### src/rtl/lfsr_pkg.sv
// Shared definitions for the LFSR random word generator: FSM encoding,
// default feedback mask / seed, and a parity helper for the feedback XOR.
package lfsr_pkg;

    typedef enum logic [1:0] {
        IDLE = 2'd0,
        GEN  = 2'd1,
        DONE = 2'd2
    } fsm_state_t;

    localparam logic [15:0] LFSR_DEFAULT_TAPS = 16'hD008;
    localparam logic [15:0] LFSR_DEFAULT_SEED = 16'hACE1;

    // XOR of all state bits selected by the tap mask (zero-extended to 32 bits).
    function automatic logic tap_parity(input logic [31:0] state, input logic [31:0] taps);
        return ^(state & taps);
    endfunction

endpackage

### src/rtl/lfsr_core.sv
// Fibonacci LFSR state register: feedback, step, seed load and recovery
// from the all-zero lock-up state.
module lfsr_core
    import lfsr_pkg::*;
#(
    parameter int               WIDTH        = 16,
    parameter logic [WIDTH-1:0] TAPS         = WIDTH'(LFSR_DEFAULT_TAPS),
    parameter logic [WIDTH-1:0] DEFAULT_SEED = WIDTH'(LFSR_DEFAULT_SEED)
) (
    input  logic             clk,
    input  logic             rst,
    input  logic             load,
    input  logic [WIDTH-1:0] seed,
    input  logic             step,
    output logic             fb,
    output logic             lockup
);

    logic [WIDTH-1:0] r_state;
    logic             r_lockup;
    logic             w_fb;
    logic [WIDTH-1:0] w_shifted;

    assign w_fb      = tap_parity(32'(r_state), 32'(TAPS));
    assign w_shifted = {r_state[WIDTH-2:0], w_fb};
    assign fb        = w_fb;
    assign lockup    = r_lockup;

    // State update: load beats zero recovery, which beats a normal step.
    always_ff @(posedge clk or negedge rst) begin
        if (!rst) begin
            r_state  <= DEFAULT_SEED;
            r_lockup <= 1'b0;
        end else if (load) begin
            if (seed == '0) begin
                r_state  <= DEFAULT_SEED;
                r_lockup <= 1'b1;
            end else begin
                r_state  <= seed;
                r_lockup <= 1'b0;
            end
        end else if (r_state == '0) begin
            r_state  <= DEFAULT_SEED;
            r_lockup <= 1'b1;
        end else if (step) begin
            r_state  <= w_shifted;
            r_lockup <= 1'b0;
        end else begin
            r_lockup <= 1'b0;
        end
    end

endmodule

### src/rtl/lfsr_random.sv
// Random word generator: free-running LFSR plus a request FSM that shifts
// OUT_BITS consecutive feedback bits into rnd and flags completion with valid.
module lfsr_random
    import lfsr_pkg::*;
#(
    parameter int               WIDTH        = 16,
    parameter logic [WIDTH-1:0] TAPS         = WIDTH'(LFSR_DEFAULT_TAPS),
    parameter int               OUT_BITS     = 8,
    parameter logic [WIDTH-1:0] DEFAULT_SEED = WIDTH'(LFSR_DEFAULT_SEED)
) (
    input  logic                clk,
    input  logic                rst,
    input  logic                load,
    input  logic [WIDTH-1:0]    seed,
    input  logic                en,
    input  logic                req,
    output logic                q,
    output logic [OUT_BITS-1:0] rnd,
    output logic                valid,
    output logic                busy,
    output logic                lockup
);

    localparam int            CW   = $clog2(OUT_BITS + 1);
    localparam logic [CW-1:0] LAST = CW'(OUT_BITS - 1);

    generate
        if (WIDTH < 3 || WIDTH > 32) begin : g_bad_width
            $error("lfsr_random: WIDTH must be in 3..32");
        end
        if (OUT_BITS < 1 || OUT_BITS > WIDTH) begin : g_bad_out_bits
            $error("lfsr_random: OUT_BITS must be in 1..WIDTH");
        end
        if (DEFAULT_SEED == '0) begin : g_bad_seed
            $error("lfsr_random: DEFAULT_SEED must be non-zero");
        end
    endgenerate

    fsm_state_t          r_fsm;
    logic [CW-1:0]       r_count;
    logic [OUT_BITS-1:0] r_rnd;
    logic                r_valid;
    logic                r_busy;
    logic                w_fb;
    logic                w_step;
    logic [OUT_BITS-1:0] w_rnd_next;

    // The LFSR advances while generating, or when free-running in IDLE with no
    // request pending; load overrides inside the core anyway.
    assign w_step = ~load & ((r_fsm == IDLE & ~req & en) | (r_fsm == GEN));

    generate
        if (OUT_BITS == 1) begin : g_rnd_one
            assign w_rnd_next = w_fb;
        end else begin : g_rnd_shift
            assign w_rnd_next = {r_rnd[OUT_BITS-2:0], w_fb};
        end
    endgenerate

    lfsr_core #(
        .WIDTH        (WIDTH),
        .TAPS         (TAPS),
        .DEFAULT_SEED (DEFAULT_SEED)
    ) u_core (
        .clk    (clk),
        .rst    (rst),
        .load   (load),
        .seed   (seed),
        .step   (w_step),
        .fb     (w_fb),
        .lockup (lockup)
    );

    assign q     = w_fb;
    assign rnd   = r_rnd;
    assign valid = r_valid;
    assign busy  = r_busy;

    // Request FSM with registered valid/busy; load aborts any request in flight.
    always_ff @(posedge clk or negedge rst) begin
        if (!rst) begin
            r_fsm   <= IDLE;
            r_count <= '0;
            r_rnd   <= '0;
            r_valid <= 1'b0;
            r_busy  <= 1'b0;
        end else if (load) begin
            r_fsm   <= IDLE;
            r_count <= '0;
            r_valid <= 1'b0;
            r_busy  <= 1'b0;
        end else begin
            case (r_fsm)
                IDLE: begin
                    r_valid <= 1'b0;
                    if (req) begin
                        r_fsm   <= GEN;
                        r_count <= '0;
                        r_busy  <= 1'b1;
                    end else begin
                        r_busy  <= 1'b0;
                    end
                end
                GEN: begin
                    r_rnd  <= w_rnd_next;
                    r_busy <= 1'b1;
                    if (r_count == LAST) begin
                        r_fsm   <= DONE;
                        r_count <= '0;
                        r_valid <= 1'b1;
                    end else begin
                        r_count <= r_count + CW'(1);
                        r_valid <= 1'b0;
                    end
                end
                DONE: begin
                    r_fsm   <= IDLE;
                    r_valid <= 1'b0;
                    r_busy  <= 1'b0;
                end
                default: begin
                    r_fsm   <= IDLE;
                    r_count <= '0;
                    r_valid <= 1'b0;
                    r_busy  <= 1'b0;
                end
            endcase
        end
    end

endmodule

### config.mk
export PLATFORM = sky130hd
export DESIGN_NAME = lfsr_random
export DESIGN_NICKNAME = d
export VERILOG_FILES = /design/src/rtl/lfsr_pkg.sv /design/src/rtl/lfsr_core.sv /design/src/rtl/lfsr_random.sv
export SDC_FILE = /design/constraint.sdc
export NUM_CORES = 1
export LEC_CHECK = 0
export BUFFER_PORTS_ARGS = -buffer_cell sky130_fd_sc_hd__buf_4
export CAP_MARGIN = 0
export CORE_MARGIN = 8
export CORE_UTILIZATION = 25
export DETAILED_ROUTE_END_ITERATION = 8
export SYNTH_ARGS = -nofsm -noshare
export SYNTH_HDL_FRONTEND = slang
export SYNTH_HIERARCHICAL = 1
export SYNTH_SLANG_ARGS = --single-unit
### constraint.sdc
create_clock -name clk -period 3.34 [get_ports clk]
set_input_delay 0.167 -clock clk [delete_from_list [all_inputs] [get_ports clk]]
set_output_delay 0.167 -clock clk [all_outputs]
set_load 0.005 [all_outputs]
; After elaboration in Yosys (flattened, before gate mapping)
; Cells that the tools add are included.
[totals]
register_bits = 33
inputBits = 21
output_inout_bits = 12
elab_cells = 49
[op_classes]
add_sub_neg = 1
n_eq_ne = 6
n_mux = 21
bitwise_logic = 6
n_reduce_logical = 8
[op_table]
columns = op, n
row1 = 2-to-1 mux 16 bit, 4
row2 = logical NOT 16 bit, 2
row3 = parity 32 bit, 1
row4 = 2-to-1 mux 4 bit, 3
row5 = case mux 4 bit (3 select lines), 1
row6 = 2-to-1 mux 1 bit, 8
row7 = 2-to-1 mux 2 bit, 3
row8 = AND reduction 2 bit, 3
row9 = "adder 4 x 1 -> 4 bit, second input constant", 1
row10 = "== test 4 x 3 -> 1 bit, second input constant", 1
row11 = case mux 2 bit (2 select lines), 1
row12 = bitwise AND 1 bit, 3
row13 = "!= test 3 x 2 -> 1 bit, second input constant", 1
row14 = "!= test 3 bit, second input constant", 1
row15 = nonzero test 3 bit, 1
row16 = "== test 2 x 1 -> 1 bit, second input constant", 1
row17 = "== test 2 bit, second input constant", 1
row18 = logical NOT 2 bit, 1
row19 = "!= test 2 bit, second input constant", 1
row20 = NOT 1 bit, 2
row21 = case mux 1 bit (2 select lines), 1
row22 = OR 1 bit, 1

; Logic depth before layout (Yosys ltp)
[logic_depth]
ltp_word = 8
mapped_depth = 8
mapped_depth_nobuf = 6

; Modules after synthesis
; The synthesis kept the hierarchy.
[modules_own_cells]
columns = module, n_inst, cells_per_inst, area_per_inst_um2, seq_area_each_um2
row1 = lfsr_core, 1, 91, 953.4, 435.4
row2 = lfsr_random, 1, 66, 683.2, 400.4

; Worst setup path before layout
; OpenSTA, ideal clock, no wires.
[synth_path]
path_kind = register -> register
startpoint = reg u_core.r_state[15]
endpoint = reg u_core.r_state[0]
setup_time_ns = 0.073
t_arrival_ns = 1.566
required_time_ns = 3.267
path_slack_ns = 1.700
path_stages_with_launch = 8
n_path_buf = 1
synth_period_minus_slack_ns = 1.640
path_cell_list = dfstp_2 -> inv_1 -> ha_1 -> nor4b_2 -> a41oi_2 -> nor2b_4 -> buf_6 -> o2bb2ai_1
[synth_between]
elab_chain_len = 4
word_cells_on_any_way = 6
classes_between = 3 x mux / 3 x reduce/logical
[synth_lines]
columns = element, line_no
row1 = "start, declared", lfsr_core.sv:19  ; logic [WIDTH-1:0] r_state;
row2 = "start signal, assigned", lfsr_core.sv:46  ; r_state <= w_shifted;
row3 = parity 32 bit, lfsr_pkg.sv:16  ; return ^(state & taps);
row4 = 2-to-1 mux 16 bit, lfsr_core.sv:45  ; end else if (step) begin
row5 = 2-to-1 mux 16 bit, lfsr_core.sv:42  ; end else if (r_state == '0) begin
row6 = 2-to-1 mux 16 bit, lfsr_core.sv:34  ; end else if (load) begin
; Several ways; a longest one is shown, not always the timed one. The select of a mux whose other input is x is not followed.
; A chain may end at the register's enable or synchronous reset.

; Worst setup path after layout
[layout_path]
startpoint = reg u_core.r_state[15]
endpoint = out q
[layout_between]
elab_chain_len = 1
[layout_lines]
columns = element, line_no
row1 = parity 32 bit, lfsr_pkg.sv:16
row2 = "end, declared", lfsr_random.sv:17  ; output logic q,
; Every way passes these cells.

==> results.txt <==
The slowest stage of the critical path belongs to the cell dfstp_2. The combinational family with the most area after synthesis is simple AND/OR/NAND/NOR gates. The leakage power figure is 0.989 nW. The via count of the first global-routing pass came out at 1281. The total inserted antenna cells is 0. The first global-routing pass estimated 6340 µm of wire. Of the total synthesized cell area, the portion taken by full adders, half adders and majority gates is 1.53%. The initial core utilization came out at 25.8%. The worst path buffer plus inverter count is 2. The largest stage delay on the critical path came out at 0.53 ns. The leading cell type in the layout, fill and taps excluded is nand2_1. The largest net degree at the start of global routing is 34. The number of hold buffers added after CTS was 1.

The remaining number of nets flagged by the antenna check after routing is 0. The height of the die came out at 96.9 µm. By area the synthesized netlist is led by dfrtp_1 38%, dfstp_2 13%, nand2_1 8.9%. The count of routing violations after the opening detailed-route iteration came out at 115. STA classifies the critical path startpoint as a register. After synthesis the netlist holds a flip-flop and latch count of 33. At the pin with the least slew margin, the transition time is 0.698 ns. The tightest min-delay check is of the in -> reg type. The count of cells in the finished layout, fillers not included, comes to 268. The biggest area contributor in the post-synthesis netlist is dfrtp_1. The final setup TNS is 0 ns.

In this run the cell area of the synthesized design comes to 1640 µm². The final count of hold timing violations is 0. The combined global-route utilization of all metal layers came out at 8.17%.

The run finished with clean final reports. Grouping stages by cell kind, the critical path spends the most delay in flip-flops. The multiplexer share of the synthesized area is 4.89%. The count of final setup violators came out at 0. Summed over all nets, the half-perimeter wirelength after detailed placement is 2820 µm. Power spread over the standard cell area amounts to 537 nW/µm². The sequential-to-total area share from yosys stat came out at 51.1%. The cell seen most often among critical-path stages is xnor2_1. The number of nets in the final layout came out at 213. The synthesized netlist net count is 180. The TritonCTS buffer count is 5. The number of maximum-capacitance violations came out at 0. Post-CTS timing repair inserted 0 buffers for setup. The total number of vias came out at 1262. After synthesis, the netlist uses 39 different library cells. The area share of xor/xnor cells in the synthesized design came out at 1.07%. Buffers placed on the I/O ports in this run total 32.

By startpoint and endpoint, the worst setup path is classified as reg -> out. The depth of the CTS H-tree came out at 2. On the final layout, the worst hold slack is 0.107 ns.

The number of remaining DRC errors came out at 0. The routed wire length came out at 3770 µm. The final period utilization came out at 56.2%.

Dividing the detail-routed via count by the number of cells gives 4.71. The top cell types in the final layout, fill and taps aside, are 39 x nand2_1, 33 x buf_4, 25 x dfrtp_1. STA classifies the critical path endpoint as an output port. The post-synthesis instance total came out at 157. The top cell type by area accounts for 38.2% of the synthesized area. The number of antenna violations at the first check in global routing came out at 0.

The maximum count of clock buffers along a single path is 2. The number of placed instances, taps included, is 259. The multi-input gate area in the final layout is 739 µm². The total number of clock tree sinks is 33. The achievable frequency came out at 533 MHz. The die outline area is 9390 µm². The worst-case IR drop observed on VDD is 0.240 mV. The area fraction in and, or, nand and nor cells after synthesis came out at 20.9%. Summing the areas of all compound-gate instances in the mapped netlist gives 16.5% of the synthesized area. The fraction of final layout cells with drive strength greater than 1 is 30.4%. At the worst endpoint, the required time is 3.17 ns. Summed over all layers, the global routing overflow is 0. The number of gates resized after cts came out at 0. The tree is rooted in a clkbuf_8.

The TritonCTS clock tree is built. The worst slew margin relative to its limit came out at 53.2%. The instance area after placement is 1930 µm². The post-layout minimum cycle time came out at 1.88 ns.

The warning count from the yosys run is 6. In this run the core area contains 29 standard-cell rows. The post-route standard cell area excluding fillers is 2060 µm².

The count of boundary I/O pins is 33. For this run, the detailed router's first-pass iteration total came to 4. The count of pins over their slew limit is 0. The average wire length per cell after detail routing is 14.1 µm.

After filler insertion, the fill cell instance count of the layout stands at 659. The core area came out at 6350 µm². The clock latency of the later-clocked register in the worst-skew pair is 0.28 ns. Traced cell by cell, the critical path runs through inv_1 > ha_1 > xnor2_1 > xnor2_1 > buf_4. The width of the die came out at 96.9 µm. Setup repair after global routing left no endpoint under its margin. The area occupied by registers came out at 836 µm². At the worst endpoint, the arrival time is 1.71 ns. Along the worst path, the maximum fanout reaches 3. The area growth from synthesis to layout came out at 25.9%. The worst setup skew after layout came out at 0.00626 ns. The mean area per synthesized cell is 10.4 µm². The weighted congestion reported at the end of routability-driven placement is 0.754. Clock-pin slew was measured on the worst setup and hold paths at 0.07 ns.
## tightest hold or removal path: stages
cell and delay, ns:
buf_4 0.09, nand2_1 0.04, o21ai_1 0.06
## per-layer routing
| metal | track usage, % | share of wire, % | up-vias |
|---|---|---|---|
| li1 | - | - | 620 |
| met1 | 10.7 | 49 | 612 |
| met2 | 11.5 | 44 | 24 |
| met3 | 3.06 | 4.9 | 6 |
| met4 | 3.79 | 1.7 | 0 |
| met5 | 0 | 0 | - |
## cells in the mapped netlist, drive strengths merged
library cell	number
and2	2
or3b	1
a21oi	3
nor2	2
mux2i	8
a41oi	1
a21o	9
nor4	6
a41o	1
and3	1
nor3b	1
nor2b	2
buf	5
a2bb2oi	7
o32ai	1
o32a	1
a21boi	2
o21ai	8
nand2	39
nor4b	2
a22o	2
dfrtp	25
o2bb2ai	1
xnor2	2
nand4	2
ha	2
nor3	5
and3b	1
dfstp	8
clkbuf	3
inv	4
## where the power goes
group	internal, mW	switching [mW]
combinational	0.115	0.0982
sequential	0.465	0.0471
clock	0.243	0.139
total	0.823	0.285
## stage by stage
| step | setup slack, ns | utilization [%] | power (mW) |
|---|---|---|---|
| floorplan | 1.70 | - | 0.623 |
| global placement | 1.53 | 30.5 | 0.736 |
| detailed placement | 1.50 | 30.5 | 0.739 |
| CTS | 1.41 | 32.5 | 1.13 |
| global route | 1.35 | 32.5 | 1.17 |
| finish | 1.46 | 32.5 | 1.11 |
## flip-flops by register name, indices dropped and copies added, names as in the netlist
register and count:
rnd 8, busy 1, u_core/r_state 16, u_core/lockup 1
r_fsm 2, r_count 4, valid 1
## kinds of logic after synthesis
family | Yosys count
adder cells (fa/ha/maj) | 2
AO/OA/AOI/OAI | 36
AND/OR/NAND/NOR | 64
buffers and inverters | 12
multiplexers | 8
XOR/XNOR | 2
flip-flops | 33
## layout make-up
class | instances | area share, %
tap | 77 | 4.68
timing repair buffer | 34 | 12.5
clock buffer | 7 | 4.19
multi-input combinational | 112 | 35.9
sequential | 33 | 40.6
inverter | 4 | 0.729
clock inverter | 1 | 1.46
## final timing paths
kind,endpoint,slack (ns),cells after the start,start
hold / removal,u_core/r_state[2],0.11,3,seed[2]
min in group asynchronous,valid,0.36,2,rst
max in group asynchronous,u_core/r_state[7],2.64,2,rst
setup reg to reg,u_core/r_state[5],1.49,6,u_core/r_state[15]
setup / recovery,q,1.46,5,u_core/r_state[15]
hold reg to reg,rnd[7],0.49,2,rnd[7]
No activity file was read; power rests on OpenSTA's default activity.
